==> src/rtl/dma_bus_ctrl.sv <==
// Memory-bus controller sharing one 64 KiB port between the CPU and a 256-byte page-copy DMA.
// Optional DMA_ALIGN_EN: inserts an ALIGN cycle so the copy phase follows a free-running parity.
module dma_bus_ctrl #(
  parameter logic [15:0] TRIG_ADDR = 16'h4014,
  parameter logic [15:0] DEST_ADDR = 16'h2004
) (
  input  logic        clk,
  input  logic        reset,
  input  logic [15:0] cpu_addr,
  input  logic [7:0]  cpu_wdata,
  input  logic        cpu_we,
  output logic [7:0]  cpu_rdata,
  output logic        cpu_rdy,
  output logic [15:0] mem_addr,
  output logic [7:0]  mem_wdata,
  output logic        mem_we,
  input  logic [7:0]  mem_rdata,
  output logic        busy,
  output logic        done
);

  typedef enum logic [2:0] {
    ST_IDLE  = 3'd0,
    ST_HALT  = 3'd1,
    ST_READ  = 3'd2,
    ST_WRITE = 3'd3,
`ifdef DMA_ALIGN_EN
    ST_ALIGN = 3'd5,
`endif
    ST_DONE  = 3'd4
  } state_t;

  state_t      state_r;
  state_t      next_state_s;
  logic [7:0]  page_r;
  logic [7:0]  offset_r;
  logic        trig_s;
  logic        last_s;

  assign cpu_rdata = mem_rdata;
  assign trig_s    = cpu_we && (cpu_addr == TRIG_ADDR);
  assign last_s    = (offset_r == 8'hFF);

  // State register
  always_ff @(posedge clk) begin
    if (reset) begin
      state_r <= ST_IDLE;
    end else begin
      state_r <= next_state_s;
    end
  end

  // Source page and byte offset; offset never carries into the page
  always_ff @(posedge clk) begin
    if (reset) begin
      page_r   <= 8'h00;
      offset_r <= 8'h00;
    end else if ((state_r == ST_IDLE) && trig_s) begin
      page_r   <= cpu_wdata;
      offset_r <= 8'h00;
    end else if ((state_r == ST_WRITE) && !last_s) begin
      offset_r <= offset_r + 8'd1;
    end else begin
      page_r   <= page_r;
      offset_r <= offset_r;
    end
  end

`ifdef DMA_ALIGN_EN
  logic parity_r;

  // Free-running cycle parity used to align the copy phase
  always_ff @(posedge clk) begin
    if (reset) begin
      parity_r <= 1'b0;
    end else begin
      parity_r <= ~parity_r;
    end
  end
`endif

  // Next-state logic; CPU inputs only matter in IDLE
  always_comb begin
    next_state_s = ST_IDLE;
    case (state_r)
      ST_IDLE: begin
        if (trig_s) begin
          next_state_s = ST_HALT;
        end else begin
          next_state_s = ST_IDLE;
        end
      end
      ST_HALT: begin
`ifdef DMA_ALIGN_EN
        if (parity_r) begin
          next_state_s = ST_ALIGN;
        end else begin
          next_state_s = ST_READ;
        end
`else
        next_state_s = ST_READ;
`endif
      end
`ifdef DMA_ALIGN_EN
      ST_ALIGN: next_state_s = ST_READ;
`endif
      ST_READ:  next_state_s = ST_WRITE;
      ST_WRITE: begin
        if (last_s) begin
          next_state_s = ST_DONE;
        end else begin
          next_state_s = ST_READ;
        end
      end
      ST_DONE:  next_state_s = ST_IDLE;
      default:  next_state_s = ST_IDLE;
    endcase
  end

  // Output decode; the trigger write itself is swallowed, never forwarded to memory
  always_comb begin
    mem_addr  = cpu_addr;
    mem_wdata = cpu_wdata;
    mem_we    = 1'b0;
    cpu_rdy   = 1'b0;
    busy      = 1'b1;
    done      = 1'b0;
    case (state_r)
      ST_IDLE: begin
        cpu_rdy = 1'b1;
        busy    = 1'b0;
        mem_we  = cpu_we && !trig_s;
      end
      ST_HALT, ST_READ: begin
        mem_addr  = {page_r, offset_r};
        mem_wdata = 8'h00;
      end
`ifdef DMA_ALIGN_EN
      ST_ALIGN: begin
        mem_addr  = {page_r, offset_r};
        mem_wdata = 8'h00;
      end
`endif
      ST_WRITE: begin
        mem_addr  = DEST_ADDR;
        mem_wdata = mem_rdata;
        mem_we    = 1'b1;
      end
      ST_DONE: begin
        mem_addr  = {page_r, offset_r};
        mem_wdata = 8'h00;
        done      = 1'b1;
      end
      default: begin
        cpu_rdy = 1'b1;
        busy    = 1'b0;
        mem_we  = 1'b0;
      end
    endcase
  end

endmodule

==> config.mk <==
export PLATFORM = sky130hd
export DESIGN_NAME = dma_bus_ctrl
export DESIGN_NICKNAME = d
export VERILOG_FILES = /design/src/rtl/dma_bus_ctrl.sv
export SDC_FILE = /design/constraint.sdc
export NUM_CORES = 1
export LEC_CHECK = 0
export ABC_AREA = 1
export BUFFER_PORTS_ARGS = -buffer_cell sky130_fd_sc_hd__buf_4
export CAP_MARGIN = 20
export CORE_MARGIN = 3
export CORE_UTILIZATION = 35
export DETAILED_ROUTE_END_ITERATION = 10
export PLACE_DENSITY = 0.67
export SLEW_MARGIN = 5
export SYNTH_ARGS = -nofsm -noshare
export SYNTH_HDL_FRONTEND = slang
export SYNTH_SLANG_ARGS = --single-unit
==> constraint.sdc <==
create_clock -name clk -period 1.52 [get_ports clk]
set_input_delay 0.152 -clock clk [delete_from_list [all_inputs] [get_ports clk]]
set_output_delay 0.152 -clock clk [all_outputs]
set_load 0.005 [all_outputs]
==> reports/metrics.cfg, run 1 <==
[critical_path]
crit_end=mem_wdata[5]
r2r_cells=8
worstSetupPathDepth=8
crit_start=state_r[1]
cpPeakStageDelay_ns=0.37
crit_fanout=6
critical_path_arrival_ns=1.50
r2r_end=page_r[5]
crit_buf_inv=3
cp-end-kind=output pin
crit_type=flip-flop to output pin
reg2reg_setup_slack_ns=0.11
critPathTopFamily=simple AND/OR/NAND/NOR gates
crit_chain=nor2_4, inv_4, nand3_4, nand3_4, inv_4, nand2_1, nand2_1, buf_4
reg2reg_from=state_r[1]
crit_required_ns=1.37
crit_path_start_kind=flip-flop
slowest_stage=dfxtp_4

[sta]
setup_viol=26
finClkSkew_ns=0.007429
slew_headroom=0.8264
max_freq_mhz=603.6
rsz0062_at_grt=yes
worst_slew_pin_slew_ns=0.2594
drv_slew=0
finalWorstSetupSlack_ns=-0.1368
hold_viol=0
period_share=1.090
period_needed_ns=1.657

[clock_network]
clockRootBuffer=clkbuf_8
htree_levels=1
cts_tree=built
cts_buffers=3
cts.sinks=19
cts_hold_buf=0
clk_pin_slew_worst_paths_ns=0.08
clk_latency_ns=0.26
clk_path_buf_depth=2

[global_routing]
antenna_found_initial=0
grt_usage=0.1733
grt_max_degree=17
grt-ovfl-total=0
grt_pass1_vias=1561
grt_first_pass_wirelength_microns=7003

[finish]
final_cells=366
seq_area_sq_um=389.1
post-route-util=0.5846
num-fill-cells=387
areaGrowthSynthToFinish_pct=57.04
final_area_sq_um=2205
multi_input_area_sq_um=945.9
final_nets=355
layout-drive-gt1-share=0.4182
n_antenna_cell=0

[die]
fp.dieH_microns=69.33
start_util=0.3723
io-pin-count=71
core_area_sq_um=3771
dieArea_sq_um=4807
rows=22
fp.dieW_microns=69.33

[power_and_ir_drop]
sequentialPowerShare=0.455
powerDensity_nw_per_um2=492.1
p_leak_nw=1.138
p_sw_frac=0.2399
max-vdd-ir-drop_uv=255.5
p_int_w=0.0008246
switching_power_w=0.0002602
clkPwrFrac=0.330
comb_power_share=0.215

[logic_synthesis]
synthTopCellsByArea=nand2_1 32%, dfxtp_1 27%, nor2_1 8.6%
ys_types=24
synth_simple_gate_area_share=0.5258
muxShareOfSynthArea=0
synth_compound_area_frac=0.04545
ys_warn_count=0
seq_area_frac_synth=0.2709
synth_top_cell_by_area=nand2_1
synth_top_area_share=0.3209
synth_nets=278
netlist_area_sq_um=1404
yosys.area_share.xor_xnor=0.01248
synth_top_family_by_area=simple AND/OR/NAND/NOR gates
synthAdderAreaFrac=0.008913
ys_ff_latch=19
synthCells=242
syn_avg_cell_area_sq_um=5.801

[detailed_routing]
wl_per_cell_microns=11.65
firstDrtPassIters=4
routed_wl_microns=4263
route.vias.total=1690
drtIter0Drc=62
post_drt_via_cell_ratio=4.617
drc=0
antenna_left=0

[place]
hpwl_microns=3038
gp_congestion=0.8091
dpl_cell_area_sq_um=1936
portBuffers=70
dp_cells=354

[job]
maxCapViolations=0

[min_path]
min-delay-path-class=input pin to flip-flop

[outcome]
violations=negative setup slack
status=finished with violations

-- metrics by stage --
stage / hold WS (ns) / power, W / setup slack [ns] / setup TNS, ns
2_1_floorplan: 0.2211 / 0.0005758 / 0.2777 / 0
3_3_place_gp: 0.3367 / 0.0007192 / 0.09445 / 0
3_5_place_dp: 0.3375 / 0.0007197 / 0.04123 / 0
4_1_cts: 0.04829 / 0.001091 / -0.1074 / -2.296
5_1_grt: 0.04728 / 0.001134 / -0.2167 / -5.201
6_report: 0.05629 / 0.001085 / -0.1368 / -2.945
-- repair_timing --
item,CTS,global route
gates cloned,3,0
endpoints found under the setup margin,25,40
hold endpoints to repair,0,0
setup buffers,2,3
resized for setup,25,31
pin swaps,5,8
-- worst register-to-register path: stages (launching register included) --
cell	delay, ns
dfxtp_4	0.37
nor2_4	0.13
inv_4	0.06
buf_4	0.14
nor2_4	0.12
nand3_4	0.15
buf_6	0.19
nor2_1	0.10
nor2_1	0.05
-- cell families after synthesis --
| kind of cell | Yosys count |
|---|---|
| simple gates | 173 |
| buf+inv | 35 |
| flops | 19 |
| compound gates | 12 |
| xor+xnor | 2 |
| fa+ha+maj | 1 |
-- routing by layer --
metal	vias to the layer above	wire [microns]	track usage
li1	883	-	-
met1	749	1825	0.2115
met2	56	2092	0.3072
met3	2	320	0.03478
met4	0	25	0.04555
met5	-	0	0
-- area by class of cell --
type	count	area share
sequential	19	0.1765
timing repair inverter	3	0.01192
multi-input combinational	188	0.4291
timing repair buffer	82	0.2928
clock buffer	4	0.02043
inverter	22	0.04200
tap	48	0.02724
-- Yosys cell counts, drive strengths merged --
cell type,n
nand3,9
buf,13
nand3b,2
nor4,1
dfxtp,19
clkinv,1
xor2,2
o21ai,1
nor2,35
ha,1
nand4,2
inv,21
a21oi,11
nand2,124
-- worst min-delay path by stage --
stage	from	endpoint	slack, ns	cells past startpoint
final	reset	state_r[0]	0.06	2
after global routing	reset	state_r[0]	0.05	2
after CTS	reset	state_r[0]	0.05	2
after detailed placement	reset	state_r[0]	0.34	2
after global placement	reset	state_r[0]	0.34	2
after floorplan	reset	state_r[0]	0.22	1
-- flip-flops by register name, summed over array words and instances, names as in the netlist --
register	flops
offset_r	8
page_r	8
state_r	3
-- power by group through the flow --
| stage | logic [W] | registers (W) | clock network (W) |
|---|---|---|---|
| after floorplan | 0.0000668 | 0.000509 | 0 |
| after global placement | 0.000210 | 0.000509 | 0 |
| after detailed placement | 0.000211 | 0.000509 | 0 |
| after CTS | 0.000219 | 0.000497 | 0.000375 |
| after global routing | 0.000254 | 0.000494 | 0.000386 |
| final | 0.000233 | 0.000494 | 0.000358 |
-- cell usage in the layout (no fill, tap or decap), drive strengths merged --
master,instances
nand3b,2
nand3,9
nor2,35
xor2,2
o21ai,1
nand4,2
clkinv,1
clkbuf,4
buf,82
nand2,124
nor4,1
a21oi,11
inv,24
ha,1
dfxtp,19
Note: power is estimated with default switching activity, not from simulation.
==> run 2, diff against run 1 <==
Settings changed: MAX_ROUTING_LAYER set to met4, SETUP_SLACK_MARGIN set to 0.02.
==> run 2 against run 1 <==
  * The flow still finishes with violations (negative setup slack)
  * Combinational power barely moved
  * Critical endpoint is now mem_addr[15]
  * Via count rose by 0.30%
  * Worst hold slack got worse by 0.0015 ns
  * Largest power group unchanged
  * Core utilization rose by 0.20 points
  * Largest cell class unchanged
  * Sequential cell count did not move
  * Critical path type unchanged
==> reports/metrics.cfg, run 2 (synthesis results as in run 1) <==
[power_and_ir_drop]
p_leak_nw=1.142
p_sw_frac=0.2412
max-vdd-ir-drop_uv=257.6
switching_power_w=0.0002622
finalPower_w=0.001087
powerDensity_nw_per_um2=491.3
sequentialPowerShare=0.454
clkPwrFrac=0.331
comb_power_share=0.214
p_int_w=0.0008247

[finish]
layout_common_cells=97 x nand2_1, 75 x buf_4, 30 x nor2_1, 21 x nand2_2
final_area_sq_um=2212
final_common_cell=nand2_1
n_antenna_cell=0
largest_registers=offset_r: 8 flops, page_r: 8 flops, state_r: 3 flops
areaGrowthSynthToFinish_pct=57.58
layout-drive-gt1-share=0.4201
final_nets=356

[job]
maxCapViolations=0

[global_routing]
grt_max_degree=17
grt-ovfl-total=0
grt_first_pass_wirelength_microns=7003
grt_usage=0.1781
antenna_found_initial=0
grt_pass1_vias=1561

[die]
start_util=0.3723
rows=22
fp.dieW_microns=69.33
dieArea_sq_um=4807
fp.dieH_microns=69.33
io-pin-count=71
core_area_sq_um=3771

[clock_network]
cts_tree=built
clk_pin_slew_worst_paths_ns=0.08
clk_path_buf_depth=2
cts_hold_buf=0
htree_levels=1
clk_latency_ns=0.26
clockRootBuffer=clkbuf_8
cts.sinks=19
cts_buffers=3

[sta]
finClkSkew_ns=0.009210
worst_slew_pin_slew_ns=0.2655
rsz0062_at_grt=yes
slew_headroom=0.8223
period_needed_ns=1.661
drv_slew=0
finalWorstSetupSlack_ns=-0.1414
setup_viol=26
period_share=1.093
setup_tns_ns=-2.978
hold_viol=0
max_freq_mhz=601.9

[place]
portBuffers=70
dpl_cell_area_sq_um=1936
gp_congestion=0.8209
hpwl_microns=3038

[critical_path]
cpPeakStageDelay_ns=0.37
critPathTopFamily=simple AND/OR/NAND/NOR gates
crit_required_ns=1.37
critical_path_arrival_ns=1.51
crit_fanout=6
crit_type=flip-flop to output pin
crit_path_start_kind=flip-flop
crit_buf_inv=3
slowest_stage=dfxtp_4
crit_chain=nor2_4, inv_4, nand3_4, nand3_4, inv_4, nand2_1, nand2_1, buf_4
cp-end-kind=output pin

[outcome]
status=finished with violations
violations=negative setup slack

[detailed_routing]
routed_wl_microns=4261
post_drt_via_cell_ratio=4.619
firstDrtPassIters=4
wl_per_cell_microns=11.61
route.vias.total=1695
drtIter0Drc=55
antenna_left=0
drc=0

[min_path]
min-delay-path-class=input pin to flip-flop

## run 2: worst paths after layout
| kind | startpoint | to | slack, ns | depth (start not counted) |
|---|---|---|---|---|
| setup / recovery | state_r[1] | mem_addr[15] | -0.14 | 8 |
| hold / removal | reset | state_r[0] | 0.05 | 2 |
| hold reg to reg | state_r[2] | state_r[2] | 0.47 | 1 |
| setup reg to reg | state_r[1] | page_r[0] | 0.10 | 8 |
## run 2: cell type report
type	count	area, sq um
Clock buffer	4	45.04
Fill cell	385	1559
Inverter	22	92.59
Multi-Input combinational cell	188	945.9
Sequential cell	19	389.1
Tap cell	48	60.06
Timing Repair Buffer	83	653.1
Timing Repair inverter	3	26.28
## run 2: repair_timing
| action | in CTS | in global routing |
|---|---|---|
| buffers inserted | 2 | 3 |
| pin swaps | 5 | 8 |
| gates cloned | 3 | 1 |
| endpoints found under the hold margin | 0 | 0 |
| setup endpoints to repair | 25 | 40 |
| gates resized for setup | 25 | 32 |
## run 2: routing by layer
| layer | GRT usage | vias up | wire length [microns] |
|---|---|---|---|
| met5 | - | - | 0 |
| met2 | 0.3072 | 52 | 2107 |
| met1 | 0.2115 | 754 | 1865 |
| met4 | 0.04555 | 0 | 28 |
| li1 | - | 887 | - |
| met3 | 0.03478 | 2 | 259 |
## run 2: worst reg2reg max path, stage by stage (launching register included)
cell and delay, ns:
dfxtp_4 0.37, nor2_4 0.13, inv_4 0.06, buf_4 0.14, nor2_4 0.12, nand3_4 0.16, buf_4 0.20, nor2_1 0.09
nor2_1 0.05
## run 2: power groups by stage
stage / Clock (W) / Combinational (W) / Sequential [W]
floorplan: 0 / 0.0000668 / 0.000509
global placement: 0 / 0.000210 / 0.000509
detailed placement: 0 / 0.000211 / 0.000509
CTS: 0.000375 / 0.000219 / 0.000497
global route: 0.000386 / 0.000254 / 0.000494
finish: 0.000360 / 0.000233 / 0.000494
## run 2: stage by stage
step	hold slack, ns	util	instances	setup slack, ns
floorplan	0.2211	-	242	0.2777
global placement	0.3367	0.5133	354	0.09445
detailed placement	0.3375	0.5133	354	0.04123
CTS	0.04829	0.5524	363	-0.1074
global route	0.04727	0.5866	367	-0.2167
finish	0.05479	0.5866	367	-0.1414
